===== config.mk =====
export PLATFORM = sky130hd
export DESIGN_NAME = fetch_unit
export DESIGN_NICKNAME = d
export VERILOG_FILES = /design/src/rtl/fetch_unit_pkg.sv /design/src/rtl/fetch_fifo.sv /design/src/rtl/fetch_unit.sv
export SDC_FILE = /design/constraint.sdc
export NUM_CORES = 1
export LEC_CHECK = 0
export ABC_AREA = 0
export ABC_CLOCK_PERIOD_IN_PS = 5000
export CORE_ASPECT_RATIO = 1.2
export CORE_MARGIN = 8
export CORE_UTILIZATION = 50
export CTS_BUF_LIST = sky130_fd_sc_hd__clkbuf_4 sky130_fd_sc_hd__clkbuf_8 sky130_fd_sc_hd__clkbuf_16
export CTS_CLUSTER_DIAMETER = 150
export DETAILED_ROUTE_END_ITERATION = 16
export PLACE_DENSITY = 0.81
export SLEW_MARGIN = 20
export SYNTH_ARGS = -nofsm -noshare
export SYNTH_HDL_FRONTEND = slang
export SYNTH_SLANG_ARGS = --single-unit

===== constraint.sdc =====
create_clock -name clk_i -period 5 [get_ports clk_i]
set_input_delay 0.75 -clock clk_i [delete_from_list [all_inputs] [get_ports clk_i]]
set_output_delay 0.75 -clock clk_i [all_outputs]
set_load 0.01 [all_outputs]

===== src/rtl/fetch_unit_pkg.sv =====
// Shared types and defaults for the instruction fetch stage.
package fetch_unit_pkg;

  localparam int FETCH_ADR_WIDTH = 16;
  localparam int FETCH_DAT_WIDTH = 64;
  localparam int FETCH_DEPTH     = 2;
  localparam int INS_BYTES       = 8;

  typedef enum logic [1:0] {
    FETCH_IDLE  = 2'd0,
    FETCH_REQ   = 2'd1,
    FETCH_GAP   = 2'd2,
    FETCH_FAULT = 2'd3
  } fetch_state_e;

  function automatic int entry_width(input int dat_w, input int adr_w);
    return dat_w + adr_w + 1;
  endfunction

endpackage


===== src/rtl/fetch_fifo.sv =====
// Small instruction buffer: register storage, head read straight from the
// entry registers, synchronous flush that overrides push/pop.
module fetch_fifo
  import fetch_unit_pkg::*;
#(
  parameter int W     = entry_width(FETCH_DAT_WIDTH, FETCH_ADR_WIDTH),
  parameter int DEPTH = FETCH_DEPTH
) (
  input  logic                       clk_i,
  input  logic                       rst_n_i,
  input  logic                       flush,
  input  logic                       push,
  input  logic [W-1:0]               push_data,
  input  logic                       pop,
  output logic [W-1:0]               head,
  output logic [$clog2(DEPTH):0]     count
);

  localparam int PW = $clog2(DEPTH);
  localparam int CW = PW + 1;

  logic [DEPTH-1:0][W-1:0] mem;
  logic [PW-1:0]           rd_ptr;
  logic [PW-1:0]           wr_ptr;

  assign head = mem[rd_ptr];

  always_ff @(posedge clk_i or negedge rst_n_i) begin
    if (!rst_n_i) begin
      mem    <= '0;
      rd_ptr <= '0;
      wr_ptr <= '0;
      count  <= '0;
    end else if (flush) begin
      rd_ptr <= '0;
      wr_ptr <= '0;
      count  <= '0;
    end else begin
      // when full, a simultaneous push lands in the slot the pop is vacating
      if (push) begin
        mem[wr_ptr] <= push_data;
        wr_ptr      <= wr_ptr + PW'(1);
      end
      if (pop)
        rd_ptr <= rd_ptr + PW'(1);
      count <= count + CW'(push) - CW'(pop);
    end
  end

endmodule


===== src/rtl/fetch_unit.sv =====
// Instruction fetch stage: Wishbone read master feeding a small buffer that
// decode drains through a valid/ready handshake; handles redirect and bus faults.
module fetch_unit
  import fetch_unit_pkg::*;
#(
  parameter int          ADR_WIDTH = FETCH_ADR_WIDTH,
  parameter int          DAT_WIDTH = FETCH_DAT_WIDTH,
  parameter int unsigned RESET_PC  = 0,
  parameter int          DEPTH     = FETCH_DEPTH
) (
  input  logic                 clk_i,
  input  logic                 rst_n_i,
  output logic                 fetch_cyc_o,
  output logic                 fetch_stb_o,
  output logic                 fetch_we_o,
  output logic [ADR_WIDTH-1:0] fetch_adr_o,
  output logic [DAT_WIDTH-1:0] fetch_dat_o,
  input  logic [DAT_WIDTH-1:0] fetch_dat_i,
  input  logic                 fetch_ack_i,
  input  logic                 fetch_err_i,
  output logic                 ins_valid_o,
  output logic [DAT_WIDTH-1:0] ins_o,
  output logic [ADR_WIDTH-1:0] ins_pc_o,
  output logic                 ins_err_o,
  input  logic                 ins_ready_i,
  input  logic                 redir_i,
  input  logic [ADR_WIDTH-1:0] redir_pc_i
);

  localparam int EW = entry_width(DAT_WIDTH, ADR_WIDTH);
  localparam int CW = $clog2(DEPTH) + 1;
  localparam logic [ADR_WIDTH-1:0] PC_RST   = ADR_WIDTH'(RESET_PC);
  localparam logic [ADR_WIDTH-1:0] PC_STEP  = ADR_WIDTH'(INS_BYTES);
  localparam logic [ADR_WIDTH-1:0] PC_ALIGN = ~ADR_WIDTH'(INS_BYTES - 1);

  typedef struct packed {
    logic [DAT_WIDTH-1:0] ins;
    logic [ADR_WIDTH-1:0] pc;
    logic                 err;
  } fetch_entry_t;

  fetch_state_e         state;
  logic [ADR_WIDTH-1:0] pc;
  logic                 discard;

  logic [CW-1:0]        count;
  logic [CW:0]          reserve;
  logic                 launch_ok;
  logic                 bus_done;
  logic                 push;
  logic                 pop;
  logic [ADR_WIDTH-1:0] redir_pc_al;
  fetch_entry_t         push_entry;
  fetch_entry_t         head;

  assign fetch_stb_o = fetch_cyc_o;
  assign fetch_we_o  = 1'b0;
  assign fetch_dat_o = '0;

  assign redir_pc_al = redir_pc_i & PC_ALIGN;
  assign bus_done    = (state == FETCH_REQ) && (fetch_ack_i || fetch_err_i);

  // occupancy plus the one fetch that may still be on the bus
  assign reserve   = {1'b0, count} + (CW+1)'((state == FETCH_REQ) && !discard);
  assign launch_ok = (reserve < (CW+1)'(DEPTH)) && !redir_i;

  assign push = bus_done && !discard && !redir_i;
  assign pop  = ins_valid_o && ins_ready_i && !redir_i;

  always_comb begin
    push_entry     = '0;
    push_entry.pc  = pc;
    if (fetch_err_i)
      push_entry.err = 1'b1;
    else
      push_entry.ins = fetch_dat_i;
  end

  fetch_fifo #(
    .W     (EW),
    .DEPTH (DEPTH)
  ) u_fifo (
    .clk_i     (clk_i),
    .rst_n_i   (rst_n_i),
    .flush     (redir_i),
    .push      (push),
    .push_data (push_entry),
    .pop       (pop),
    .head      (head),
    .count     (count)
  );

  assign ins_valid_o = (count != '0);
  assign ins_o       = head.ins;
  assign ins_pc_o    = head.pc;
  assign ins_err_o   = head.err;

  always_ff @(posedge clk_i or negedge rst_n_i) begin
    if (!rst_n_i) begin
      state       <= FETCH_IDLE;
      pc          <= PC_RST;
      discard     <= 1'b0;
      fetch_cyc_o <= 1'b0;
      fetch_adr_o <= '0;
    end else begin
      unique case (state)
        // the gap cycle makes the launch decision itself, so back-to-back
        // fetches run stb/ack/gap with no extra idle cycle
        FETCH_IDLE, FETCH_GAP: begin
          fetch_cyc_o <= 1'b0;
          state       <= FETCH_IDLE;
          if (redir_i) begin
            pc <= redir_pc_al;
          end else if (launch_ok) begin
            state       <= FETCH_REQ;
            fetch_cyc_o <= 1'b1;
            fetch_adr_o <= pc;
          end
        end
        FETCH_REQ: begin
          if (redir_i)
            pc <= redir_pc_al;
          if (bus_done) begin
            fetch_cyc_o <= 1'b0;
            discard     <= 1'b0;
            if (redir_i || discard) begin
              state <= FETCH_GAP;
            end else if (fetch_err_i) begin
              state <= FETCH_FAULT;
            end else begin
              pc    <= pc + PC_STEP;
              state <= FETCH_GAP;
            end
          end else if (redir_i) begin
            discard <= 1'b1;
          end
        end
        FETCH_FAULT: begin
          fetch_cyc_o <= 1'b0;
          if (redir_i) begin
            pc    <= redir_pc_al;
            state <= FETCH_IDLE;
          end
        end
        default: state <= FETCH_IDLE;
      endcase
    end
  end

endmodule


==> summary.txt, run 1 <==
Routing
  – Vias: 6027
  – DRT Wirelength: 21.5 mm
  – Met2 wire length: 11.2 mm
  – Drt initial violations: 205
  – Vias per inst: 5.11
  – Post-DRT Antenna Nets: 0
  – # DRC: 0
  – Wire length on met1: 8.62 mm
  – Top layer in use: met4
  – Drt pass-1 iters: 6
  – Met3 WL: 1.28 mm
  – WL/cell: 18.2 um

Clock network
  – # resized after CTS: 0
  – CTS Hold Bufs: 0
  – CTS tree: done
  – Clock transition at the registers of the reported paths: 60 ps
  – H-tree depth: 1
  – Post-CTS Setup Bufs: 0
  – Clock Root Buffer: clkbuf_16
  – CTS Buf Count: 21
  – Clock Sinks: 202
  – Worst-Skew Late Latency: 480 ps
  – Clk buf depth: 3

Cells and area
  – Area of the multi-input gates: 4220 um2
  – # nets final: 996
  – Cell Count, Final, Fillers Out: 1179
  – Share of layout cells above drive strength 1: 0.252
  – Register area: 5060 um2
  – # diodes: 0
  – # fillers: 1515
  – Layout area overhead: 25.0%
  – Final core utilization: 0.631

Global route
  – First-pass GRT wire length: 34.8 mm
  – Largest net degree at the start of global routing: 128
  – GRT Util Overall: 0.176
  – Initial antenna violation count: 0
  – Remaining Overflow, GRT: 0
  – Vias in the first global route: 6760

Place
  – DP Cell Count: 1145
  – IO buf count: 182
  – GPL Wtd Cong: 0.787
  – Post-detail-place hpwl: 14.4 mm

Run
  – Max Cap Violations: 0

Yosys
  – Ys Warns: 0
  – Post-synth EDFFs: 0
  – Synthesized area per cell: 13.3 um2
  – Yosys cell types: 43
  – Synth async-reset ratio: 1.00
  – Sequential element share of the synthesized area: 0.516
  – Main synth FF type: dfrtp_1
  – Mapped Area: 9800 um2
  – Cells after synthesis: 739
  – Post-synthesis register bit count: 202

STA
  – Slew HR: 0.457
  – Period utilization: 0.688
  – Final hold violation count: 0
  – Hold WS: 297 ps
  – Sum Neg Setup Slack: 0 ps
  – Slew at the pin with the worst max-slew slack: 815 ps
  – Final setup viols: 0
  – Layout Skew: 10.5 ps
  – RSZ-0062 raised after global routing: no
  – Time the worst path needs with I/O delays and setup: 3440 ps
  – Slew Viols, Final: 0
  – Fmax: 291 MHz

Run status
  – Status: finished clean

Critical path
  – Reg2Reg Launch Point: state[1]
  – Setup crit start kind: flop
  – Flop2flop setup slack: 2600 ps
  – Crit Path Class: reg -> out
  – Critical path required time: 4250 ps
  – Worst setup EP type: primary output
  – Critical-path maximum fanout: 49
  – Worst EP arrival: 2690 ps
  – Crit Reg-Reg Endpoint: u_fifo.mem[87]
  – Reg2reg path depth: 5

Die
  – Die Span Y: 169 um
  – Initial Util: 0.505
  – Die Wd: 144 um
  – Ports: 251
  – Core box area: 19400 um2
  – # rows: 56
  – Area of the die: 24400 um2

Pwr
  – LEAKAGE: 5.63 nW
  – Worst IR Drop VDD: 0.315 mV
  – Pwr dens: 520 nW/um2

Hold path
  – Hold Path Class: in -> async
==> state kept, by name, indices dropped and copies added, names as in the netlist <==
signal and count:
u_fifo.mem 162, fetch_adr_o 16, pc 16, state 2, u_fifo.count 2, discard 1, fetch_cyc_o 1, u_fifo.rd_ptr 1
u_fifo.wr_ptr 1
==> through the flow <==
step / cell area (um2) / setup slack (ps) / power, mW
final: 12200 / 1560 / 6.37
after global routing: 12200 / 1450 / 6.73
after CTS: 12200 / 1520 / 6.46
after detailed placement: 11500 / 1680 / 4.86
after global placement: 11500 / 1730 / 4.78
after floorplan: 10000 / 2920 / 3.77
==> critical path, stage by stage, from the launching register on <==
cell and delay, ps:
dfrtp_4 920, buf_4 400, mux2_2 370, clkdlybuf4s50_1 500
==> layer usage <==
layer	global-route usage	vias up
li1	-	2774
met1	0.202	3057
met2	0.321	167
met3	0.0383	29
met4	0.0536	0
met5	0	-
==> placed cells by master, fill, tap and decap left out, drive strengths merged, types with 2 or more instances in the layout <==
master and n:
nand4 4, clkdlybuf4s50 180, dfrtp 202, or3 2
xor2 2, a211oi 3, inv 10, a311oi 4
o21ai 6, nand3 4, a21oi 6, nor2b 71
nor3 8, o21a 3, xnor2 2, mux2 260
nor2 8, and3 3, bufinv 2, conb 65
mux2i 3, clkinv 2, o221a 2, nand2 8
a221oi 3, ha 3, buf 10, clkbuf 31
==> cells in the mapped netlist (2+ instances only) <==
cell,count,share of area
buf_6,8,0.0092
nand2_1,7,0.0027
inv_1,10,0.0038
a221oi_1,3,0.0027
a311oi_1,4,0.0036
xnor2_1,2,0.0018
nand4_1,4,0.0026
or3_1,2,0.0013
nor2b_1,71,0.045
and3_1,3,0.0019
o221a_2,2,0.0023
mux2_2,175,0.20
buf_4,67,0.051
nor3_2,2,0.0020
buf_2,12,0.0061
nor2_1,8,0.0031
dfrtp_1,202,0.52
clkbuf_1,22,0.0084
mux2_1,85,0.098
o21ai_0,6,0.0031
xor2_1,2,0.0018
mux2i_1,3,0.0031
a211oi_1,3,0.0023
o21a_1,3,0.0023
nor3_1,5,0.0026
nand3_1,4,0.0020
ha_1,3,0.0038
a21oi_1,6,0.0031
==> how the worst max path moves through the flow <==
stage	from	slack, ps	to
floorplan	u_fifo.rd_ptr	2920	ins_o[34]
global route	u_fifo.rd_ptr	1450	ins_o[21]
global placement	redir_i	1730	pc[14]
detailed placement	redir_i	1680	pc[14]
CTS	u_fifo.rd_ptr	1520	ins_o[5]
finish	u_fifo.rd_ptr	1560	ins_o[22]
==> final cells by class <==
type | count | share of cell area
tap | 261 | 0.0267
clock buffer | 30 | 0.0515
clock inverter | 4 | 0.00603
timing repair buffer | 191 | 0.155
inverter | 10 | 0.00306
multi-input combinational | 481 | 0.345
sequential | 202 | 0.413
==> logic make-up after synthesis <==
group	after synthesis	synth area share
other	1	0.000383
buffers and inverters	120	0.0793
XOR/XNOR	4	0.00358
multiplexers	263	0.302
flip-flops	202	0.516
adder cells (fa/ha/maj)	3	0.00383
AND/OR/NAND/NOR	113	0.0709
AO/OA/AOI/OAI	33	0.0245
==> power breakdown <==
group / internal (mW) / switching [mW]
Combinational: 1.38 / 0.855
Clock: 0.974 / 0.591
Sequential: 2.23 / 0.342
Note: power is estimated with default switching activity, not from simulation.
==> run 2: changes to the inputs <==
Settings changed: ABC_CLOCK_PERIOD_IN_PS 5000 to 3200.
Clock period 5 ns to 3.2 ns, I/O delays scaled along.
==> run 2 against run 1 <==
Net effect:
- final cell count up 0.51%
- total power up 57%
- wire length increased by 1.4%
- via count rose by 1.1%
- die area is the same
- combinational power increased by 59%
- setup slack worse by 1200 ps
- highest routed layer unchanged
- final area rose by 0.92%
- clock-buffer cell count grew 2
- first-iteration DRC count down 6.8%
- register-to-register slack lost 1700 ps
- non-clock buffer count grew 5
==> summary.txt, run 2 (synthesized netlist as in run 1, its figures left out) <==
Routing
  – Vias per inst: 5.14 (+0.57%)
  – Post-DRT Antenna Nets: 0 (unchanged)
  – Drt pass-1 iters: 4 (-2)
  – # DRC: 0 (unchanged)
  – DRT Wirelength: 21.8 mm (+1.4%)
  – WL/cell: 18.4 um (+0.88%)
  – Vias: 6092 (+1.1%)
  – Drt initial violations: 191 (-6.8%)

Global route
  – Remaining Overflow, GRT: 0 (unchanged)
  – First-pass GRT wire length: 35.2 mm (+0.93%)
  – Largest net degree at the start of global routing: 87 (-32%)
  – Vias in the first global route: 6744 (-0.24%)
  – GRT Util Overall: 0.179 (+0.00224)
  – Initial antenna violation count: 0 (unchanged)

Critical path
  – Worst EP arrival: 2310 ps (-380 ps)
  – CP Depth: 3 (unchanged)
  – Family with the most delay on the worst path: buffers and inverters
  – Setup crit start kind: flop
  – Worst path cell trace: buf_4 -> mux2_2 -> clkdlybuf4s50_1
  – Crit Path Class: reg -> out
  – Worst setup EP type: primary output
  – Critical path required time: 2720 ps (-1530 ps)
  – Reg2Reg Launch Point: state[1]
  – Critical-path maximum fanout: 23 (-53%)
  – CP peak stage delay: 550 ps (-370 ps)
  – Flop2flop setup slack: 920 ps (-1680 ps)
  – CP max-delay cell: dfrtp_4
  – Reg2reg path depth: 5 (unchanged)
  – Worst Path Buf+Inv: 2 (unchanged)
  – Crit Reg-Reg Endpoint: u_fifo.mem[45]

STA
  – Fmax: 359 MHz
  – Slew Viols, Final: 0 (unchanged)
  – Period utilization: 0.872
  – Layout Skew: 7.63 ps (-2.90 ps)
  – Slew at the pin with the worst max-slew slack: 794 ps (-21.6 ps)
  – Slew HR: 0.471 (+0.0144)
  – RSZ-0062 raised after global routing: no
  – Final setup viols: 0 (unchanged)
  – Time the worst path needs with I/O delays and setup: 2790 ps
  – Final hold violation count: 0 (unchanged)
  – Sum Neg Setup Slack: 0 ps (unchanged)

Clock network
  – Clock Sinks: 202 (unchanged)
  – Worst-Skew Late Latency: 490 ps (about the same)
  – # resized after CTS: 0 (unchanged)
  – CTS Buf Count: 22 (+4.8%)
  – Clock transition at the registers of the reported paths: 60 ps (about the same)
  – CTS Hold Bufs: 0 (unchanged)
  – Clock Root Buffer: clkbuf_16
  – CTS tree: done
  – Post-CTS Setup Bufs: 0 (unchanged)
  – H-tree depth: 1 (unchanged)
  – Clk buf depth: 3 (unchanged)

Run status
  – Status: finished clean

Die
  – Die Wd: 144 um (unchanged)
  – Initial Util: 0.505 (unchanged)
  – # rows: 56 (unchanged)
  – Die Span Y: 169 um (unchanged)
  – Core box area: 19400 um2 (unchanged)
  – Area of the die: 24400 um2 (unchanged)
  – Ports: 251 (unchanged)

Cells and area
  – Share of layout cells above drive strength 1: 0.256 (+0.00486)
  – Reg with most FFs: u_fifo.mem
  – Commonest non-fill, non-tap cell in the layout: dfrtp_1
  – # nets final: 1002 (+0.60%)
  – Max reg flops: 162 (unchanged)
  – Area of the multi-input gates: 4220 um2 (unchanged)
  – Layout area overhead: 26.1%
  – # diodes: 0 (unchanged)
  – Register area: 5060 um2 (unchanged)
  – # fillers: 1508 (-0.46%)
  – Most frequent cells in the layout: dfrtp_1 (201), clkdlybuf4s50_1 (180), mux2_2 (175)
  – Final core utilization: 0.637 (+0.00580)
  – Cell Count, Final, Fillers Out: 1185 (+0.51%)
  – Regs by FF count: u_fifo.mem: 162 flops, fetch_adr_o: 16 flops, pc: 16 flops

Pwr
  – Cell-internal power: 7.19 mW (+57%)
  – Sw frac: 0.282 (+0.00136)
  – Combinational share of power: 0.355 (+0.004)
  – Sw Pwr: 2.83 mW (+58%)
  – Worst IR Drop VDD: 0.533 mV (+69%)
  – LEAKAGE: 5.68 nW (+0.85%)
  – Sequential power share: 0.397 (-0.006)
  – Clock power frac: 0.248 (+0.002)
  – Pwr dens: 811 nW/um2 (+56%)

Place
  – Post-detail-place hpwl: 14.6 mm (+1.4%)
  – DP Cell Count: 1150 (+0.44%)
  – IO buf count: 182 (unchanged)
  – GPL Wtd Cong: 0.793 (+0.74%)

Run
  – Max Cap Violations: 0 (unchanged)

Hold path
  – Hold Path Class: in -> async
-- run 2: final cells by class --
| type | count | share of cell area |
|---|---|---|
| flip-flops and latches | 202 | 0.409 |
| clock buffers | 32 | 0.0546 |
| well taps | 261 | 0.0264 |
| inverters | 10 | 0.00304 |
| clock inverters | 3 | 0.00344 |
| multi-input cells | 481 | 0.341 |
| repair buffers | 196 | 0.162 |
-- run 2: per-layer routing --
metal,vias to the layer above,part of all wire,wire length [um],GRT usage
met2,190,0.52,11400,0.324
met3,31,0.072,1580,0.0428
li1,2784,-,-,-
met5,-,0,0,0
met1,3087,0.39,8570,0.207
met4,0,0.014,300,0.0435
-- run 2: power by group through the flow --
stage | logic (mW) | clock network (mW) | registers (mW)
after global routing | 3.83 | 2.65 | 4.09
after CTS | 3.63 | 2.55 | 3.98
final | 3.56 | 2.48 | 3.98
after floorplan | 2.03 | 0 | 3.86
after detailed placement | 3.60 | 0 | 4.01
after global placement | 3.53 | 0 | 3.95
-- run 2: per-stage QoR --
stage	power, mW	area [um2]	hold WS (ps)	worst slack, ps
final	10.0	12400	51.9	411
after global routing	10.6	12400	91.3	335
after detailed placement	7.60	11600	471	489
after global placement	7.49	11600	463	523
after floorplan	5.89	10000	184	1390
after CTS	10.2	12400	71.8	378
-- run 2: worst register-to-register path, delay by kind of cell, from the launching register on --
| family | cells | cell delay, ps |
|---|---|---|
| buffers and inverters | 1 | 300 |
| flip-flops | 1 | 410 |
| multiplexers | 1 | 370 |
| AND/OR/NAND/NOR | 3 | 1070 |
-- run 2: worst max-delay path by stage --
stage	start	endpoint
6_report	u_fifo.rd_ptr	ins_pc_o[10]
5_1_grt	u_fifo.rd_ptr	ins_o[5]
4_1_cts	u_fifo.rd_ptr	ins_pc_o[10]
3_5_place_dp	redir_i	u_fifo.mem[72]
3_3_place_gp	fetch_ack_i	u_fifo.mem[77]
2_1_floorplan	u_fifo.rd_ptr	ins_o[34]
